$ cat config.mk
export PLATFORM = sky130hd
export DESIGN_NAME = sync_ctrl
export DESIGN_NICKNAME = d
export VERILOG_FILES = /design/src/rtl/sync_ctrl.sv
export SDC_FILE = /design/constraint.sdc
export NUM_CORES = 1
export LEC_CHECK = 0
export ABC_CLOCK_PERIOD_IN_PS = 1700
export CAP_MARGIN = 20
export CORE_MARGIN = 2
export CORE_UTILIZATION = 44
export CTS_BUF_LIST = sky130_fd_sc_hd__clkbuf_4 sky130_fd_sc_hd__clkbuf_8 sky130_fd_sc_hd__clkbuf_16
export CTS_CLUSTER_SIZE = 14
export DETAILED_ROUTE_END_ITERATION = 16
export PLACE_DENSITY = 0.85
export REMOVE_ABC_BUFFERS = 1
export SKIP_CTS_REPAIR_TIMING = 1
export SYNTH_ARGS = -nofsm -noshare
export SYNTH_HDL_FRONTEND = slang
export SYNTH_SLANG_ARGS = --single-unit
$ cat constraint.sdc
create_clock -name clk -period 1.7 [get_ports clk]
set_input_delay 0.17 -clock clk [delete_from_list [all_inputs] [get_ports clk]]
set_output_delay 0.17 -clock clk [all_outputs]
set_load 0.02 [all_outputs]
$ cat src/rtl/sync_ctrl.sv
// SYNC~ handling for a JESD204 transmitter: classifies SYNC~ lows as error reports or sync requests, sequences CGS/ILA.
// Latency: SYNC~ edge reaches the FSM after a 2-flop synchronizer; all outputs are registered state or decodes of it (3 clks input to output).
// Backpressure: none; SYNC~ is a level input and every strobe is consumed the cycle it arrives.
module sync_ctrl #(
  parameter int SYNC_REQ_FRAMES = 6
) (
  input  logic       clk,
  input  logic       rst,
  input  logic       frame_clk,
  input  logic       lmfc_clk,
  input  logic       i_sync_n,
  output logic       o_err_reporting,
  output logic       o_sync_request_tx,
  output logic       o_sync_de_assertion,
  output logic       o_cgs_req,
  output logic       o_ila_start,
  output logic [7:0] o_err_cnt
);

  typedef enum logic [1:0] {
    IDLE      = 2'd0,
    ASSERTED  = 2'd1,
    REQUEST   = 2'd2,
    WAIT_LMFC = 2'd3
  } state_t;

  localparam logic [3:0] REQ_FRAMES = 4'(SYNC_REQ_FRAMES);

  state_t     state_q, state_d;
  logic       sync_meta_q;
  logic       sync_s_q;
  logic       sync_prev_q;
  logic [3:0] frm_cnt_q, frm_cnt_d, frm_cnt_inc;
  logic [7:0] err_cnt_q, err_cnt_d;
  logic       ila_start_q, ila_start_d;
  logic       de_assert_q, de_assert_d;

  // Two-flop synchronizer for the asynchronous SYNC~, plus a delayed copy for rise detection.
  always_ff @(posedge clk) begin
    if (rst) begin
      sync_meta_q <= 1'b1;
      sync_s_q    <= 1'b1;
      sync_prev_q <= 1'b1;
    end else begin
      sync_meta_q <= i_sync_n;
      sync_s_q    <= sync_meta_q;
      sync_prev_q <= sync_s_q;
    end
  end

  // Next-state, frame counter, error counter and pulse computation.
  always_comb begin
    state_d     = state_q;
    frm_cnt_d   = 4'd0;
    err_cnt_d   = err_cnt_q;
    ila_start_d = 1'b0;
    // Counter value this cycle would reach if the strobe is taken; saturates at the threshold.
    frm_cnt_inc = (frame_clk && (frm_cnt_q != REQ_FRAMES)) ? frm_cnt_q + 4'd1 : frm_cnt_q;

    case (state_q)
      IDLE: begin
        if (!sync_s_q) state_d = ASSERTED;
      end
      ASSERTED: begin
        // SYNC~ release wins over a simultaneous threshold strobe: it is an error report.
        if (sync_s_q) begin
          state_d = IDLE;
          if (err_cnt_q != 8'hFF) err_cnt_d = err_cnt_q + 8'd1;
        end else if (frm_cnt_inc == REQ_FRAMES) begin
          state_d = REQUEST;
        end else begin
          frm_cnt_d = frm_cnt_inc;
        end
      end
      REQUEST: begin
        if (sync_s_q) state_d = WAIT_LMFC;
      end
      WAIT_LMFC: begin
        // A new SYNC~ low beats a coincident LMFC boundary; ILA is not started.
        if (!sync_s_q) begin
          state_d = ASSERTED;
        end else if (lmfc_clk) begin
          state_d     = IDLE;
          ila_start_d = 1'b1;
        end
      end
      default: state_d = IDLE;
    endcase

    // Set on the first synchronized-high cycle after a low, held while high, cleared by any low.
    de_assert_d = sync_s_q & (de_assert_q | ~sync_prev_q);
  end

  // FSM state and registered outputs.
  always_ff @(posedge clk) begin
    if (rst) begin
      state_q     <= IDLE;
      frm_cnt_q   <= 4'd0;
      err_cnt_q   <= 8'd0;
      ila_start_q <= 1'b0;
      de_assert_q <= 1'b0;
    end else begin
      state_q     <= state_d;
      frm_cnt_q   <= frm_cnt_d;
      err_cnt_q   <= err_cnt_d;
      ila_start_q <= ila_start_d;
      de_assert_q <= de_assert_d;
    end
  end

  assign o_err_reporting     = (state_q == ASSERTED);
  assign o_sync_request_tx   = (state_q == REQUEST) || (state_q == WAIT_LMFC);
  assign o_cgs_req           = (state_q == REQUEST) || (state_q == WAIT_LMFC);
  assign o_ila_start         = ila_start_q;
  assign o_sync_de_assertion = de_assert_q;
  assign o_err_cnt           = err_cnt_q;

endmodule

# [Yosys cells after proc, flatten, opt, wreduce, memory -nomap -nowiden]
# Index checks and enable logic that the tools add are counted.
[word_totals] ff_bits=19 latch_bits=0 ramBits=0 mem_bits_ro=0 input_bits=5 out_inout_bits=13 elab_cells=42 memories=0
[op_classes] addsub=2 mul=0 n_div=0 magnitude_cmp=0 n_eq_ne=10 shifts=0 muxes=9 bitwise=6 n_reduce_logical=7
[ops] cell="2-to-1 mux 2 bit" count=6
[ops] cell="adder 8 x 1 -> 8 bit, second input constant" count=1
[ops] cell="!= test 8 bit, second input constant" count=1
[ops] cell="case mux 2 bit (4 select lines)" count=1
[ops] cell="adder 4 x 1 -> 4 bit, second input constant" count=1
[ops] cell="== test 2 bit, second input constant" count=2
[ops] cell="== test 4 x 3 -> 1 bit, second input constant" count=1
[ops] cell="2-to-1 mux 4 bit" count=1
[ops] cell="!= test 2 bit, second input constant" count=2
[ops] cell="!= test 4 x 3 -> 1 bit, second input constant" count=1
[ops] cell="NOT 1 bit" count=4
[ops] cell="AND reduction 4 bit" count=1
[ops] cell="OR reduction 4 bit" count=1
[ops] cell="!= test 3 x 1 -> 1 bit, second input constant" count=1
[ops] cell="!= test 3 bit, second input constant" count=1
[ops] cell="AND reduction 3 bit" count=1
[ops] cell="OR reduction 3 bit" count=1
[ops] cell="== test 2 x 1 -> 1 bit, second input constant" count=1
[ops] cell="logical NOT 2 bit" count=1
[ops] cell="bitwise AND 1 bit" count=1
[ops] cell="logical AND 1 bit" count=1
[ops] cell="logical OR 1 bit" count=1
[ops] cell="2-to-1 mux 1 bit" count=1
[ops] cell="bitwise OR 1 bit" count=1

# [Depth between registers and ports, before layout]
[depth] depth_word=7 depth_mapped=6 mapped_depth_nobuf=6

# [Worst setup path after synthesis]
# No wires, ideal clock.
[synth_path] path_kind="register to register" start="register err_cnt_q[0] (netlist: o_err_cnt[0])" end="register err_cnt_q[7] (netlist: o_err_cnt[7])" arrival_ps=1622 required_ps=1577 path_slack_ps=-45 stages_incl_launch_ff=6 cell_sequence="dfxtp_1 -> ha_1 -> nand2_1 -> o311ai_4 -> nor4_1 -> mux2_1"
[synth_between] elab_chain_len=2 elab_cells_between_ends=3
[synth_rtl] item="start, declared" line_no="34" rtl="logic [7:0] err_cnt_q, err_cnt_d;"
[synth_rtl] item="start signal, assigned" line_no="105" rtl="err_cnt_q <= err_cnt_d;"
[synth_rtl] item="parallel branches: the longest is 2 deep, another holds adder 8 x 1 -> 8 bit"
# Parallel ways; which one is timed is not known.
# A chain may end at the register's enable or synchronous reset.

# [Final worst setup path]
[layout_path] start="register frm_cnt_q[0]" end="register state_q[0]"
[layout_between] elab_chain_len=6 elab_cells_between_ends=7
[layout_rtl] item="start, declared" line_no="33" rtl="logic [3:0] frm_cnt_q, frm_cnt_d, frm_cnt_inc;"
[layout_rtl] item="start signal, assigned" line_no="104" rtl="frm_cnt_q <= frm_cnt_d;"
[layout_rtl] item="parallel branches: the longest is 2 deep, another holds adder 4 x 1 -> 4 bit"
[layout_rtl] item="2-to-1 mux 4 bit (*)" line_no="58" rtl="frm_cnt_inc = (frame_clk && (frm_cnt_q != REQ_FRAMES)) ? frm_cnt_q + 4'd1 : frm_cnt_q;"
[layout_rtl] item="== test 4 x 3 -> 1 bit (*)" line_no="69" rtl="end else if (frm_cnt_inc == REQ_FRAMES) begin"
[layout_rtl] item="!= test 3 x 1 -> 1 bit (no line) (*)"
[layout_rtl] item="AND reduction 4 bit (no line) (*)"
[layout_rtl] item="end signal, assigned" line_no="103" rtl="state_q <= state_d;"
[layout_rtl] item="end, declared" line_no="29" rtl="state_t state_q, state_d;"
# Mark *: on every way between the ends.

==> results.sh <==
export IMPL_synth_yosys_warnings=0
export IMPL_design_core_area_mm2=0.00194
export IMPL_timing_max_transition_violations_final=0
export IMPL_worstSetupPathType="reg2reg"
export IMPL_ctsRootBufferMaster="sky130_fd_sc_hd__clkbuf_4"
export IMPL_grt_remaining_overflow=0
export IMPL_max_clock_freq_mhz=571
export IMPL_crit_required_ps=1880
export IMPL_port_buffers=17
export IMPL_master_of_the_slowest_instance_on_the_critical_path="sky130_fd_sc_hd__or4_4"
export IMPL_dieWidth_um=49.0
export IMPL_synthFlopType="sky130_fd_sc_hd__dfxtp_1"
export IMPL_postSynth_asyncResetShare_pct=0
export IMPL_die_height_um=49.0
export IMPL_cts_max_level=1
export IMPL_antenna_found_initial=0
export IMPL_peakVddDrop_uv=403
export IMPL_whs_ps=405
export IMPL_most_frequent_standard_cell_in_the_layout_excluding_fill_and_tap_cells="sky130_fd_sc_hd__dfxtp_1"
export IMPL_outcome="finished, violations left"
export IMPL_tritoncts_buffers=3
export IMPL_net_switching_power_uw=165
export IMPL_routed_via_density=5.31
export IMPL_postSynthCellCount=98
export IMPL_setup_worst_path_start_class="flop"
export IMPL_net_switching_share_of_the_total_power_pct=22.0
export IMPL_place_hpwl_mm=1.52
export IMPL_placed_cells_incl_taps=151
export IMPL_wire_per_inst_um=13.1
export IMPL_routed_via_count=829
export IMPL_timing_hold_worst_class="reg2reg"
export IMPL_most_common_layout_cells="sky130_fd_sc_hd__dfxtp_1 (18), sky130_fd_sc_hd__clkdlybuf4s50_1 (16), sky130_fd_sc_hd__buf_4 (13)"
export IMPL_initial_core_util_pct=45.9
export IMPL_finalHoldViolations=0
export IMPL_rows=16
export IMPL_r2r_setup_slack_ps=-50
export IMPL_cp_cell_sequence="inv_2 -> ha_4 -> and3b_1 -> or4_4 -> a211oi_4 -> a21oi_1"
export IMPL_largest_area_contributor_in_the_netlist="sky130_fd_sc_hd__dfxtp_1"
export IMPL_antennaDiodeCount=0
export IMPL_drt_antenna_violating_nets=0
export IMPL_route_final_wire_length_mm=2.04
export IMPL_globalRoute_busiestLayer="met2"
export IMPL_grt_use_met3_pct=3.07
export IMPL_setup_worst_path_end_class="flop"
export IMPL_grt_util_met1_pct=18.8
export IMPL_grt_pass1_wl_mm=3.25
export IMPL_clk_latency_ps=300
export IMPL_grt_max_degree=13
export IMPL_cts_num_sinks=19
export IMPL_die_area_mm2=0.00240
export IMPL_power_static_leakage_uw=0.000501
export IMPL_synth_enable_flop_cells=0
export IMPL_synthDominantCellAreaShare_pct=42.6
export IMPL_min_clock_period_post_route_ps=1750
export IMPL_dp_worst_setup_slack_ps=-213
export IMPL_failing_checks="setup timing"
export IMPL_post_route_cells_drive_above_1_share_pct=24.8
export IMPL_remaining_drc_errors=0
export IMPL_final_nets=138
export IMPL_design_internal_power_uw=584
export IMPL_total_negative_setup_slack_ps=-133
export IMPL_post_route_worst_setup_slack_ps=-51.3
export IMPL_cp_num_buf_inv=1
export IMPL_sequential_power_share_pct=60.6
export IMPL_io_pin_count=18
export IMPL_critical_path_arrival_ps=1930
export IMPL_timing_max_slew_rel_slack_pct=75.3
export IMPL_synthDistinctLibCells=35
export IMPL_power_clock_fraction_pct=32.3
export IMPL_tightestPinTransition_ps=370
export IMPL_cpLargestDelayFamily="simple AND/OR/NAND/NOR gates"
export IMPL_combinational_fraction_of_design_power_pct=7.1
export IMPL_gr_usage_met2_pct=33.8
export IMPL_area_growth_syn_to_layout_pct=41.0
export IMPL_clock_skew_ps=3.47
export IMPL_clock_tree_from_tritoncts="done"
export IMPL_firstDrtPassIters=4
export IMPL_grt_usage_pct=17.4
export IMPL_path_max_fanout=4
export IMPL_final_min_period_over_clock_period_pct=103
export IMPL_slowest_delay_ps=440
export IMPL_clkSlewWorstSetupHoldPaths_ps=100
export IMPL_place_gp_congestion=0.794
export IMPL_top_area_cells_in_the_synthesized_netlist="sky130_fd_sc_hd__dfxtp_1 (43%), sky130_fd_sc_hd__ha_1 (4.2%), sky130_fd_sc_hd__nor2_1 (4.2%)"
export IMPL_synth_area_per_cell_um2=9.10
export IMPL_synthesis_area_um2=892
export IMPL_vias_in_the_first_global_route=766
export IMPL_drv_max_cap_violation_count=0
export IMPL_setup_violations=4
export IMPL_cts_buffer_depth=2
export IMPL_power_density_cell_area_mw_per_mm2=596
export IMPL_synth_seq_area_share_pct=42.6
export IMPL_detailedRoute_firstIterationViolations=11
export IMPL_synth_ff_latch_count=19
export IMPL_setup_repair_after_global_routing_missed_its_margin="true"
export IMPL_instances_no_fill=156
## state kept, by name, indices dropped and copies added, names as in the netlist, named ones only
name                 cells
sync_prev_q              1
sync_meta_q              1
o_ila_start              1
state_q                  1
sync_s_q                 1
frm_cnt_q                4
o_sync_de_assertion      1
o_err_cnt                8
## through the flow
stage | power, uW | area [um^2] | util (%)
detailed placement | 514 | 1170 | 60.1
finish | 749 | 1260 | 64.8
CTS | 754 | 1200 | 61.7
global placement | 512 | 1170 | 60.1
floorplan | 484 | 866 | -
global route | 778 | 1260 | 64.8
## synth_stat cells, types with 2 or more instances
master and count:
sky130_fd_sc_hd__nand3_1 5, sky130_fd_sc_hd__nand2_1 7, sky130_fd_sc_hd__nor2b_1 3, sky130_fd_sc_hd__xor2_1 2, sky130_fd_sc_hd__o21ai_0 4, sky130_fd_sc_hd__ha_1 3, sky130_fd_sc_hd__a21oi_1 7, sky130_fd_sc_hd__o211ai_1 2
sky130_fd_sc_hd__dfxtp_1 19, sky130_fd_sc_hd__nand4_1 2, sky130_fd_sc_hd__o31ai_1 2, sky130_fd_sc_hd__or4_1 3, sky130_fd_sc_hd__or2_2 2, sky130_fd_sc_hd__inv_1 6, sky130_fd_sc_hd__nor2_1 10, sky130_fd_sc_hd__clkbuf_1 2
## path summary, 6_finish.rpt
kind,cells after the start,startpoint,to
hold reg to reg,1,sync_prev_q,o_sync_de_assertion
hold / removal,1,sync_prev_q,o_sync_de_assertion
setup / recovery,6,frm_cnt_q[0],state_q[0]
setup reg to reg,6,frm_cnt_q[0],state_q[0]
## kinds of logic after synthesis
| group | Yosys count | synth area share [%] |
|---|---|---|
| AOI/OAI and AO/OA | 21 | 17.8 |
| xor gates and xnor gates | 3 | 2.95 |
| adders and majority gates | 3 | 4.21 |
| buffers and inverters | 10 | 5.47 |
| DFF | 19 | 42.6 |
| muxes | 3 | 3.65 |
| and+or+nand+nor | 39 | 23.3 |
## routing by layer
metal | vias to the layer above | share of wire [%]
li1 | 411 | -
met1 | 391 | 41
met2 | 23 | 53
met3 | 4 | 3.9
met4 | 0 | 1.6
met5 | - | 0
## power groups by stage
stage	sequential [uW]	combinational [uW]	clock [uW]
4_1_cts	453	50.6	250
2_1_floorplan	466	17.7	0
3_3_place_gp	464	47.9	0
5_1_grt	454	58.1	265
6_report	454	53.4	242
3_5_place_dp	464	50.3	0
## area by class of cell
class | count | area, um^2
Fill cell | 175 | 684
Multi-Input combinational cell | 69 | 508
Tap cell | 27 | 33.8
Timing Repair Buffer | 31 | 282
Inverter | 6 | 22.5
Sequential cell | 19 | 382
Clock buffer | 4 | 30.0
No activity file was read; power rests on OpenSTA's default activity.
